<file path="src/rtl/halut_decoder_int.sv">
// halut_decoder_int: INT LUT-accumulate decoder for one output column; define HALUT_DEC_SATURATE_EN for saturating accumulation
module halut_decoder_int #(
  parameter int K = 16,
  parameter int C = 32,
  parameter int M = 32,
  parameter int DataTypeWidth = 16,
  parameter int AccWidth = 32,
  localparam int KW = K > 1 ? $clog2(K) : 1,
  localparam int CW = C > 1 ? $clog2(C) : 1,
  localparam int MW = M > 1 ? $clog2(M) : 1,
  localparam int AW = C * K > 1 ? $clog2(C * K) : 1
) (
  input  logic                     clk_i,
  input  logic                     rst_ni,
  input  logic                     valid_i,
  output logic                     ready_o,
  input  logic [KW-1:0]            k_addr_i,
  input  logic [CW-1:0]            c_addr_i,
  input  logic [MW-1:0]            m_addr_i,
  output logic                     lut_req_o,
  output logic [AW-1:0]            lut_addr_o,
  input  logic [DataTypeWidth-1:0] lut_data_i,
  output logic                     valid_o,
  input  logic                     ready_i,
  output logic [AccWidth-1:0]      result_o,
  output logic [MW-1:0]            result_m_o,
  output logic                     seq_err_o
);
  logic s1_valid_q, s1_valid_d, s1_first_q, s1_first_d, s1_last_q, s1_last_d;
  logic valid_q, valid_d, seq_err_q, seq_err_d;
  logic [AccWidth-1:0] acc_q, acc_d, result_q, result_d, base, ext, sum;
  logic [MW-1:0] m_q, m_d, result_m_q, result_m_d;
  logic [CW-1:0] exp_c_q, exp_c_d;
  logic accept, c_last, out_wr;

  // a full or about-to-be-filled output slot blocks new beats so S1 never has to stall
  assign ready_o    = ~(valid_q & ~ready_i) & ~(s1_valid_q & s1_last_q);
  assign accept     = valid_i & ready_o;
  assign lut_req_o  = accept;
  assign lut_addr_o = AW'(c_addr_i) * AW'(K) + AW'(k_addr_i);
  assign c_last     = c_addr_i == CW'(C - 1);
  assign out_wr     = s1_valid_q & s1_last_q;
  assign base       = s1_first_q ? '0 : acc_q;
  assign ext        = AccWidth'($signed(lut_data_i));

`ifdef HALUT_DEC_SATURATE_EN
  logic [AccWidth:0] wide;
  // one guard bit detects overflow; clamp towards the sign of the true sum
  always_comb begin
    wide = {base[AccWidth-1], base} + {ext[AccWidth-1], ext};
    sum  = wide[AccWidth] == wide[AccWidth-1] ? wide[AccWidth-1:0] : {wide[AccWidth], {(AccWidth-1){~wide[AccWidth]}}};
  end
`else
  assign sum = base + ext;
`endif

  // next state: S0 capture, sequence tracking, S1 accumulate and output slot
  always_comb begin
    s1_valid_d = accept;
    s1_first_d = accept & (c_addr_i == '0);
    s1_last_d  = accept & c_last;
    m_d        = accept && c_addr_i == '0 ? m_addr_i : m_q;
    exp_c_d    = accept ? (c_last ? '0 : c_addr_i + CW'(1)) : exp_c_q;
    seq_err_d  = seq_err_q | (accept & (c_addr_i != exp_c_q));
    acc_d      = s1_valid_q & ~s1_last_q ? sum : acc_q;
    valid_d    = out_wr | (valid_q & ~ready_i);
    result_d   = out_wr ? sum : result_q;
    result_m_d = out_wr ? m_q : result_m_q;
  end

  // state registers, cleared asynchronously so an in-flight LUT response is discarded
  always_ff @(posedge clk_i or negedge rst_ni) begin
    if (!rst_ni) begin
      s1_valid_q <= 1'b0;
      s1_first_q <= 1'b0;
      s1_last_q  <= 1'b0;
      m_q        <= '0;
      exp_c_q    <= '0;
      seq_err_q  <= 1'b0;
      acc_q      <= '0;
      valid_q    <= 1'b0;
      result_q   <= '0;
      result_m_q <= '0;
    end else begin
      s1_valid_q <= s1_valid_d;
      s1_first_q <= s1_first_d;
      s1_last_q  <= s1_last_d;
      m_q        <= m_d;
      exp_c_q    <= exp_c_d;
      seq_err_q  <= seq_err_d;
      acc_q      <= acc_d;
      valid_q    <= valid_d;
      result_q   <= result_d;
      result_m_q <= result_m_d;
    end
  end

  assign valid_o    = valid_q;
  assign result_o   = result_q;
  assign result_m_o = result_m_q;
  assign seq_err_o  = seq_err_q;
endmodule

</file>
<file path="config.mk">
export PLATFORM = sky130hd
export DESIGN_NAME = halut_decoder_int
export DESIGN_NICKNAME = d
export VERILOG_FILES = /design/src/rtl/halut_decoder_int.sv
export SDC_FILE = /design/constraint.sdc
export NUM_CORES = 1
export LEC_CHECK = 0
export BUFFER_PORTS_ARGS = -buffer_cell sky130_fd_sc_hd__buf_2
export CAP_MARGIN = 10
export CORE_MARGIN = 3
export CORE_UTILIZATION = 55
export CTS_CLUSTER_SIZE = 40
export DETAILED_ROUTE_END_ITERATION = 10
export PLACE_DENSITY = 0.78
export SLEW_MARGIN = 20
export SYNTH_ARGS = -nofsm -noshare
export SYNTH_HDL_FRONTEND = slang
export SYNTH_SLANG_ARGS = --single-unit
</file>
<file path="constraint.sdc">
create_clock -name clk_i -period 3.9 [get_ports clk_i]
set_input_delay 0.195 -clock clk_i [delete_from_list [all_inputs] [get_ports clk_i]]
set_output_delay 0.195 -clock clk_i [all_outputs]
set_load 0.01 [all_outputs]
</file>
==> run metrics, run 1 <==
status complete, no violations; number of global-route vias before repair 4426; M1 GR Usage 27.58%; Placer Congestion 0.9438; top cell type's share of synthesized area 39.83%; pin count of the biggest net entering global routing 85; Post-CTS Setup Inserts 0; CP Launch Type flop; clock transition at the registers of the reported paths 0.09 ns; root buf cell clkbuf_8; port bufs 75; I/O pins 84; Initial Util 56.85%; top cell type by total area after synthesis dfrtp_1; synthesized flop and latch total 84; Area Overhead vs Synth 11.21%; cts bufs inserted 9; Crit Path Max Fanout 17; Final min period 3.086 ns; die height 104.0 um; Total Routed Length 11510 um; synth unique cells 57; Rows 35; Synth Cell Area 0.005278 mm^2; Worst-Margin Slew 0.7346 ns; Hold Fails Final Rpt 0; worst reg2reg path endpoint result_o[30]; Async SR Flop Fraction 100.0%; hold path start m_addr_i[4]; Synth area leaders dfrtp_1 40%, ha_1 8.1%, nand2_1 7.4%; met2 usage 37.09%; DR iter-0 viols 209; relative slew slack 51.02%; DR vias 4424; Yosys warnings 0; TNS Setup 0 ns; EDFF count, synth 0; M3 GR Usage 5.835%; # setup viols final 0; CP Data Required Time 4.12 ns; die area 0.01081 mm^2; syn_nets 665; setup slack, reg-to-reg 0.81 ns; Pins Over Slew Limit 0; period utilization 79.13%; nets 719; static leakage 2.913 nW; layout cells sized above 1 17.56%; PwrDens 724.5 mW/mm^2; Critical Path Sink result_o[30]; post-route ant nets 0; hold crit path type in2reg; clock latency on the worst-skew pair 0.37 ns; Fmax 324.0 MHz; Reg2Reg Depth 12; FILL cells 845; delay of the slowest critical-path stage 0.49 ns; Reg area 0.002102 mm^2; Core ar. 0.009284 mm^2; Placed Instances 767; total of max-cap violations 0; Total GRT Usage 21.90%; Cells after Synth 596; CP max stage cell o41a_1; Commonest cells post-synth 104 x nand2_1, 84 x dfrtp_1, 66 x o21ai_0; H-tree levels 3; top-count cell post-synth nand2_1; Most used DFF post-synth dfrtp_1; CTS sink cnt 84; DRT Pass-1 Iters 4; non-filler cells, final 784; grt ovf 0; Synth Area per Inst 8.855 um^2; initial antenna violation count 0; Clock Skew 0.01523 ns; CP Capture Type flop; critical path type reg2reg; RSZ-0062 raised after global routing no; Die Span X 104.0 um; maximum root-to-sink buffer count 2; DRC 0; Antenna diodes 0; CTS tree built; wire per inst 14.68 um; worst-path cell chain buf_4 > nor2b_1 > ha_1 > fa_1 > a21o_1 > a31oi_1 > or3_1 > a21oi_2 > o41a_1 > a21oi_1 > xor2_1 > o21ai_0; first-pass GRT wire length 19920 um; CP Launch Point s1_first_q; DP HPWL 8588 um; sequential share of the synthesized area 39.83%; multi-input combinational cell area 0.002945 mm^2; busiest grt layer met2; via/cell ratio 5.643; worst vdd ir 0.0002675 V; CP arrival 3.30 ns; RR Startpoint s1_first_q
==> where the power goes <==
part / internal, mW / total, mW / switching, mW
sequential: 1.15 / 1.28 / 0.134
clock: 0.267 / 0.588 / 0.321
combinational: 1.01 / 2.38 / 1.37
total: 2.43 / 4.25 / 1.82
==> flip-flops by register name (all words and copies together) (netlist names) <==
name,cells
acc_q,32
m_q,5
valid_o,1
s1_valid_q,1
s1_first_q,1
exp_c_q,5
s1_last_q,1
result_o,32
seq_err_o,1
result_m_o,5
==> stage by stage <==
step	hold WS [ns]	total power [mW]	instance area, um^2	utilization (%)	setup slack [ns]
after floorplan	-0.1006	3.076	5278	-	0.9937
after global placement	0.3843	3.550	5669	61.06	0.8967
after detailed placement	0.3869	3.645	5669	61.06	0.8066
after CTS	0.01464	4.246	5856	63.07	0.8088
after global routing	0.01512	4.612	5869	63.22	0.5348
final	0.01958	4.252	5869	63.22	0.8138
==> area by class of cell <==
| type | count | area share [%] |
|---|---|---|
| Clock buffer | 11 | 2.579 |
| Clock inverter | 5 | 0.5969 |
| Inverter | 14 | 0.8953 |
| Multi-Input combinational cell | 461 | 50.18 |
| Sequential cell | 84 | 35.81 |
| Tap cell | 129 | 2.750 |
| Timing Repair Buffer | 80 | 7.184 |
==> worst min-delay path by stage <==
stage	slack, ns	depth (start not counted)	endpoint
after global routing	0.02	3	m_q[4]
after CTS	0.01	3	m_q[3]
after detailed placement	0.39	3	m_q[3]
after floorplan	-0.10	0	acc_q[0]
final	0.02	3	m_q[4]
after global placement	0.38	3	m_q[1]
==> critical path: cells and delay by family (launching register included) <==
| kind | cells | cell delay (ns) |
|---|---|---|
| buffers and inverters | 1 | 0.23 |
| AOI/OAI and AO/OA | 6 | 1.31 |
| xor gates and xnor gates | 1 | 0.20 |
| adders and majority gates | 2 | 0.62 |
| and+or+nand+nor | 2 | 0.23 |
| DFF | 1 | 0.35 |
==> metal layers <==
metal / vias to the layer above / routed length, um
met3: 18 / 625
met5: - / 0
li1: 2198 / -
met4: 0 / 173
met1: 2107 / 5026
met2: 101 / 5685
==> kinds of logic (layout without fill, tap and decap cells) <==
logic type / after synthesis / in the layout / share of synthesized area [%]
simple gates: 206 / 206 / 18.82
compound gates: 179 / 179 / 20.91
flops: 84 / 84 / 39.83
buf+inv: 51 / 110 / 4.457
fa+ha+maj: 35 / 35 / 8.440
xor+xnor: 31 / 31 / 5.405
mux: 10 / 10 / 2.134
==> what timing repair did <==
action,in CTS,in global routing
endpoints found under the hold margin,0,84
hold buffers,0,1
endpoints found under the setup margin,0,0
resized for setup,0,0
==> cell usage in the layout, fill, tap and decap left out, types with 3 or more instances in the layout <==
master      n
a211o_1     5
a21o_1     23
a21oi_1    38
a31oi_1     7
and2_1      4
and3_1      8
buf_2      74
buf_4       4
clkbuf_8   11
dfrtp_1    84
ha_1       34
inv_1      14
mux2_2     10
nand2_1   103
nand2b_1    5
nand3_1     9
nor2_1     15
nor2b_1    33
nor3_1      8
nor3b_1     3
o211ai_1    5
o21ai_0    66
o21ai_1     4
o21bai_1    5
o31ai_1     8
or2_2       5
xnor2_1    16
xor2_1     14
Power figures use the tool's default switching activity.
==> run 2, diff against run 1 <==
Clock period 3.9 ns to 3 ns, I/O delays scaled along.
==> run 2 against run 1 <==
Net effect: via count rose by 1.8%; wire length grew 4.8%; fmax rose by 7.7%; sequential power rose by 30%; power increased by 36%; global-route usage rose by 1.1 points; combinational power rose by 39%; clock skew is 0.0064 ns lower; design area is 4.3% higher.
==> run metrics, run 2 (same netlist as run 1, synthesis figures left out) <==
status complete, no violations (unchanged); critical path type reg2reg (unchanged); most common cell after layout, fill and taps aside nand2_1 (unchanged); Core ar. 0.009284 mm^2 (unchanged); clock power share 13.9% (was 13.8%); pin count of the biggest net entering global routing 85 (unchanged); Worst-Margin Slew 0.7582 ns (was 0.7346 ns); post-route ant nets 0 (unchanged); Place WS 0.02066 ns (was 0.8066 ns); CP arrival 3.15 ns (was 3.30 ns); CP Capture Type flop (unchanged); Total Routed Length 12060 um (was 11510 um); die area 0.01081 mm^2 (unchanged); most frequent cells in the layout 103 x nand2_1, 83 x dfrtp_1, 74 x buf_2, 64 x o21ai_0, 37 x a21oi_1 (was 103 x nand2_1, 84 x dfrtp_1, 74 x buf_2, 66 x o21ai_0, 38 x a21oi_1); Hold Fails Final Rpt 0 (unchanged); Total GRT Usage 23.03% (was 21.90%); Crit Path Max Fanout 16 (was 17); CP Data Required Time 3.29 ns (was 4.12 ns); Antenna diodes 0 (unchanged); Flop pwr share 28.9% (was 30.2%); root buf cell clkbuf_8 (unchanged); cts bufs inserted 9 (unchanged); clock latency on the worst-skew pair 0.37 ns (about the same); Pins Over Slew Limit 0 (unchanged); TNS Setup 0 ns (unchanged); initial antenna violation count 0 (unchanged); wire per inst 15.02 um (was 14.68 um); Comb power frac 57.1% (was 56.0%); maximum root-to-sink buffer count 2 (unchanged); RSZ-0062 raised after global routing yes (was no); DR vias 4504 (was 4424); worst vdd ir 0.0003247 V (was 0.0002675 V); relative slew slack 49.45% (was 51.02%); PwrDens 942.9 mW/mm^2 (was 724.5 mW/mm^2); switch share 42.20% (was 42.92%); layout cells sized above 1 20.47% (was 17.56%); switching pwr 2.435 mW (was 1.825 mW); Placer Congestion 0.9053 (was 0.9438); hold_ws 0.04769 ns (was 0.01958 ns); DRC 0 (unchanged); Rows 35 (unchanged); Placed Instances 779 (was 767); Pint 3.335 mW (was 2.427 mW); I/O pins 84 (unchanged); Post-DP Area 0.005772 mm^2 (was 0.005669 mm^2); setup ws final 0.1346 ns (was 0.8138 ns); period utilization 95.51% (was 79.13%); static leakage 3.025 nW (was 2.913 nW); Final Cell Area 0.006120 mm^2 (was 0.005869 mm^2); CP Launch Type flop (unchanged); Area Overhead vs Synth 15.96% (was 11.21%); DP HPWL 8785 um (was 8588 um); total of max-cap violations 0 (unchanged); non-filler cells, final 803 (was 784); grt ovf 0 (unchanged); FILL cells 781 (was 845); fin util 65.92% (was 63.22%); CTS tree built (unchanged); port bufs 75 (unchanged); nets 739 (was 719); die height 104.0 um (unchanged); Clock Skew 0.008834 ns (was 0.01523 ns); H-tree levels 3 (unchanged); Die Span X 104.0 um (unchanged); CTS sink cnt 84 (unchanged); Initial Util 56.85% (unchanged); Final min period 2.865 ns (was 3.086 ns); via/cell ratio 5.609 (was 5.643); # setup viols final 0 (unchanged); clock transition at the registers of the reported paths 0.09 ns (about the same); number of global-route vias before repair 4490 (was 4426); total power 5.770 mW (was 4.252 mW); DR iter-0 viols 185 (was 209); Fmax 349.0 MHz (was 324.0 MHz); DRT Pass-1 Iters 4 (unchanged); hold crit path type in2reg (unchanged); first-pass GRT wire length 20710 um (was 19920 um)
-- run 2: path summary, 6_finish.rpt --
path | startpoint | to | cells past startpoint | slack [ns]
min in group asynchronous | rst_ni | result_o[27] | 2 | 0.37
min | c_addr_i[0] | exp_c_q[0] | 2 | 0.05
max in group asynchronous | rst_ni | s1_first_q | 2 | 2.03
min reg2reg | m_q[1] | m_q[1] | 2 | 0.47
max | s1_first_q | result_o[29] | 11 | 0.13
max reg2reg | s1_first_q | result_o[29] | 11 | 0.13
-- run 2: power by group through the flow --
stage | Sequential [mW] | Clock, mW | Combinational (mW)
floorplan | 1.71 | 0 | 2.29
global placement | 1.68 | 0 | 3.07
detailed placement | 1.69 | 0 | 3.16
CTS | 1.67 | 0.823 | 3.18
global route | 1.72 | 0.883 | 3.70
finish | 1.67 | 0.804 | 3.30
-- run 2: final cells by class --
type                       count  area [um^2]  share of cell area [%]
multi-input combinational    461         2998                   48.99
sequential                    84         2103                   34.37
timing repair buffer         100        614.3                   10.04
tap                          129        161.4                   2.638
clock buffer                   9        123.9                   2.024
clock inverter                 6        66.31                   1.084
inverter                      14        52.55                  0.8587
-- run 2: critical path, stage by stage (launching register included) --
cell	delay (ns)
dfrtp_2	0.44
buf_12	0.16
nor2b_1	0.11
ha_1	0.30
and4_1	0.27
and3_1	0.20
a21boi_0	0.13
or4b_1	0.59
a31oi_4	0.21
o31ai_1	0.09
buf_4	0.15
o21ai_0	0.14
-- run 2: routing by layer --
metal	routed length (um)	GRT usage, %	up-vias	share of wire, %
li1	-	-	2232	-
met1	5363	29.25	2143	44
met2	5883	38.95	111	49
met3	597	5.587	18	4.9
met4	220	7.123	0	1.8
met5	0	0	-	0
-- run 2: what timing repair did --
action | in CTS | in global routing
hold buffers | 5 | 1
buffers inserted | 0 | 2
endpoints found under the setup margin | 0 | 16
endpoints found under the hold margin | 5 | 84
gates resized for setup | 0 | 12
==> run 3, diff against run 2 <==
==> constraint.sdc (replaced) <==
create_clock -name clk_i -period 3 [get_ports clk_i]
set_input_delay 0.3 -clock clk_i [delete_from_list [all_inputs] [get_ports clk_i]]
set_output_delay 0.3 -clock clk_i [all_outputs]
set_load 0.01 [all_outputs]
==> run 3 against run 2 <==
Net effect: the flow now finishes with violations (hold timing); critical path depth unchanged; final cell count decreased by 0.62%; count of clock-buffer cells in the layout increased by 4; global-route usage decreased by 0.84 points; die area unchanged; sequential share of layout area increased by 0.085 points; clock skew about the same; fmax about the same; via count decreased by 0.60%; highest routed layer unchanged; non-clock buffer count decreased by 6.
==> run metrics, run 3 (same netlist as run 1, synthesis figures left out) <==
pin count of the biggest net entering global routing 85 (unchanged); I/O pins 84 (unchanged); layout cells sized above 1 21.23% (was 20.47%); clock transition at the registers of the reported paths 0.08 ns (was 0.09 ns); clock latency on the worst-skew pair 0.36 ns (was 0.37 ns); CTS sink cnt 84 (unchanged); Area Overhead vs Synth 15.67% (was 15.96%); period utilization 95.56% (was 95.51%); H-tree levels 3 (unchanged); Worst-Margin Slew 0.7422 ns (was 0.7582 ns); nets 733 (was 739); DRC 0 (unchanged); relative slew slack 50.52% (was 49.45%); DR vias 4477 (was 4504); Crit Path Max Fanout 16 (unchanged); die area 0.01081 mm^2 (unchanged); Fmax 348.8 MHz (was 349.0 MHz); # setup viols final 0 (unchanged); number of global-route vias before repair 4475 (was 4490); Rows 35 (unchanged); most frequent cells in the layout 103 x nand2_1, 83 x dfrtp_1, 74 x buf_2, 63 x o21ai_0 (was 103 x nand2_1, 83 x dfrtp_1, 74 x buf_2, 64 x o21ai_0, 37 x a21oi_1); Clock Skew 0.009266 ns (was 0.008834 ns); initial antenna violation count 0 (unchanged); die height 104.0 um (unchanged); setup ws final 0.1333 ns (was 0.1346 ns); cts bufs inserted 9 (unchanged); port bufs 75 (unchanged); most common cell after layout, fill and taps aside nand2_1 (unchanged); root buf cell clkbuf_8 (unchanged); CP Capture Type flop (unchanged); static leakage 3.014 nW (was 3.025 nW); setup slack, reg-to-reg 0.13 ns (about the same); DRT Pass-1 Iters 4 (unchanged); busiest grt layer met2 (unchanged); Reg2Reg Depth 11 (unchanged); status finished with violations (was complete, no violations); critical path type reg2reg (unchanged); grt ovf 0 (unchanged); TNS Setup 0 ns (unchanged); Total Routed Length 11860 um (was 12060 um); failing checks hold timing; DP HPWL 8701 um (was 8785 um); CP Data Required Time 3.28 ns (was 3.29 ns); hold crit path type in2async (was in2reg); post-route ant nets 0 (unchanged); wire per inst 14.86 um (was 15.02 um); maximum root-to-sink buffer count 2 (unchanged); CP Launch Type flop (unchanged); cts hold-fix bufs 0 (was 5); M1 GR Usage 28.40% (was 29.25%); M3 GR Usage 4.904% (was 5.587%); hold_ws -0.02015 ns (was 0.04769 ns); Post-DP Area 0.005772 mm^2 (unchanged); FILL cells 795 (was 781); Core ar. 0.009284 mm^2 (unchanged); Placer Congestion 0.9960 (was 0.9053); Pins Over Slew Limit 0 (unchanged); Die Span X 104.0 um (unchanged); total of max-cap violations 0 (unchanged); RSZ-0062 raised after global routing yes (unchanged); Final Cell Area 0.006105 mm^2 (was 0.006120 mm^2); PwrDens 969.0 mW/mm^2 (was 942.9 mW/mm^2); Total GRT Usage 22.19% (was 23.03%); via/cell ratio 5.610 (was 5.609); DR iter-0 viols 151 (was 185); Hold Fails Final Rpt 35 (was 0); Antenna diodes 0 (unchanged); Initial Util 56.85% (unchanged); Final min period 2.867 ns (was 2.865 ns); CTS tree built (unchanged); met2 usage 37.56% (was 38.95%); first-pass GRT wire length 20130 um (was 20710 um); fin util 65.75% (was 65.92%); Place WS 0.06564 ns (was 0.02066 ns); CP arrival 3.14 ns (was 3.15 ns); worst vdd ir 0.0003677 V (was 0.0003247 V)
==> run 3: final timing paths <==
path / startpoint / to
min: rst_ni / result_o[27]
min reg2reg: result_o[16] / result_o[16]
max: s1_first_q / acc_q[31]
min in group clk_i: m_addr_i[0] / m_q[0]
max reg2reg: s1_first_q / acc_q[31]
max in group asynchronous: rst_ni / s1_first_q
==> run 3: report_power, final <==
part	switching (mW)	internal [mW]
clock network	0.403	0.517
logic	1.85	1.48
registers	0.172	1.49
total	2.43	3.49
==> run 3: final cells by class <==
cell class / count / area (um^2) / area share [%]
multi-input cells: 461 / 3005 / 49.23
flip-flops and latches: 84 / 2103 / 34.45
repair buffers: 94 / 554.3 / 9.080
well taps: 129 / 161.4 / 2.644
clock buffers: 13 / 158.9 / 2.603
clock inverters: 3 / 68.82 / 1.127
inverters: 14 / 52.55 / 0.8608
==> run 3: worst max-delay path, stage by stage, from the launching register on <==
cell and delay [ns]:
dfrtp_2 0.47, buf_12 0.17, nor2b_1 0.12, ha_1 0.30, a21o_1 0.25, a211oi_1 0.26, o21ai_1 0.18, a21oi_2 0.21
a41o_1 0.23, a21oi_1 0.10, or2_2 0.30, o211ai_1 0.19
==> run 3: per-stage QoR <==
stage                     hold WS (ns)  total power [mW]  cells
after floorplan               0.004409             3.998    596
after global placement          0.4518             4.749    779
after detailed placement        0.4601             4.848    779
after CTS                       0.1112             5.805    795
after global routing           0.03617             6.400    798
final                         -0.02015             5.915    798
==> run 3: timing repair <==
| action | CTS | global route |
|---|---|---|
| gates resized for setup | 0 | 18 |
| setup endpoints to repair | 0 | 16 |
| buffers inserted | 0 | 2 |
| hold endpoints to repair | 0 | 0 |
==> run 3: layer usage <==
layer / up-vias / share of wire [%]
met4: 0 / 1.4
met5: - / 0
met1: 2125 / 44
met3: 17 / 5.7
li1: 2217 / -
met2: 118 / 49
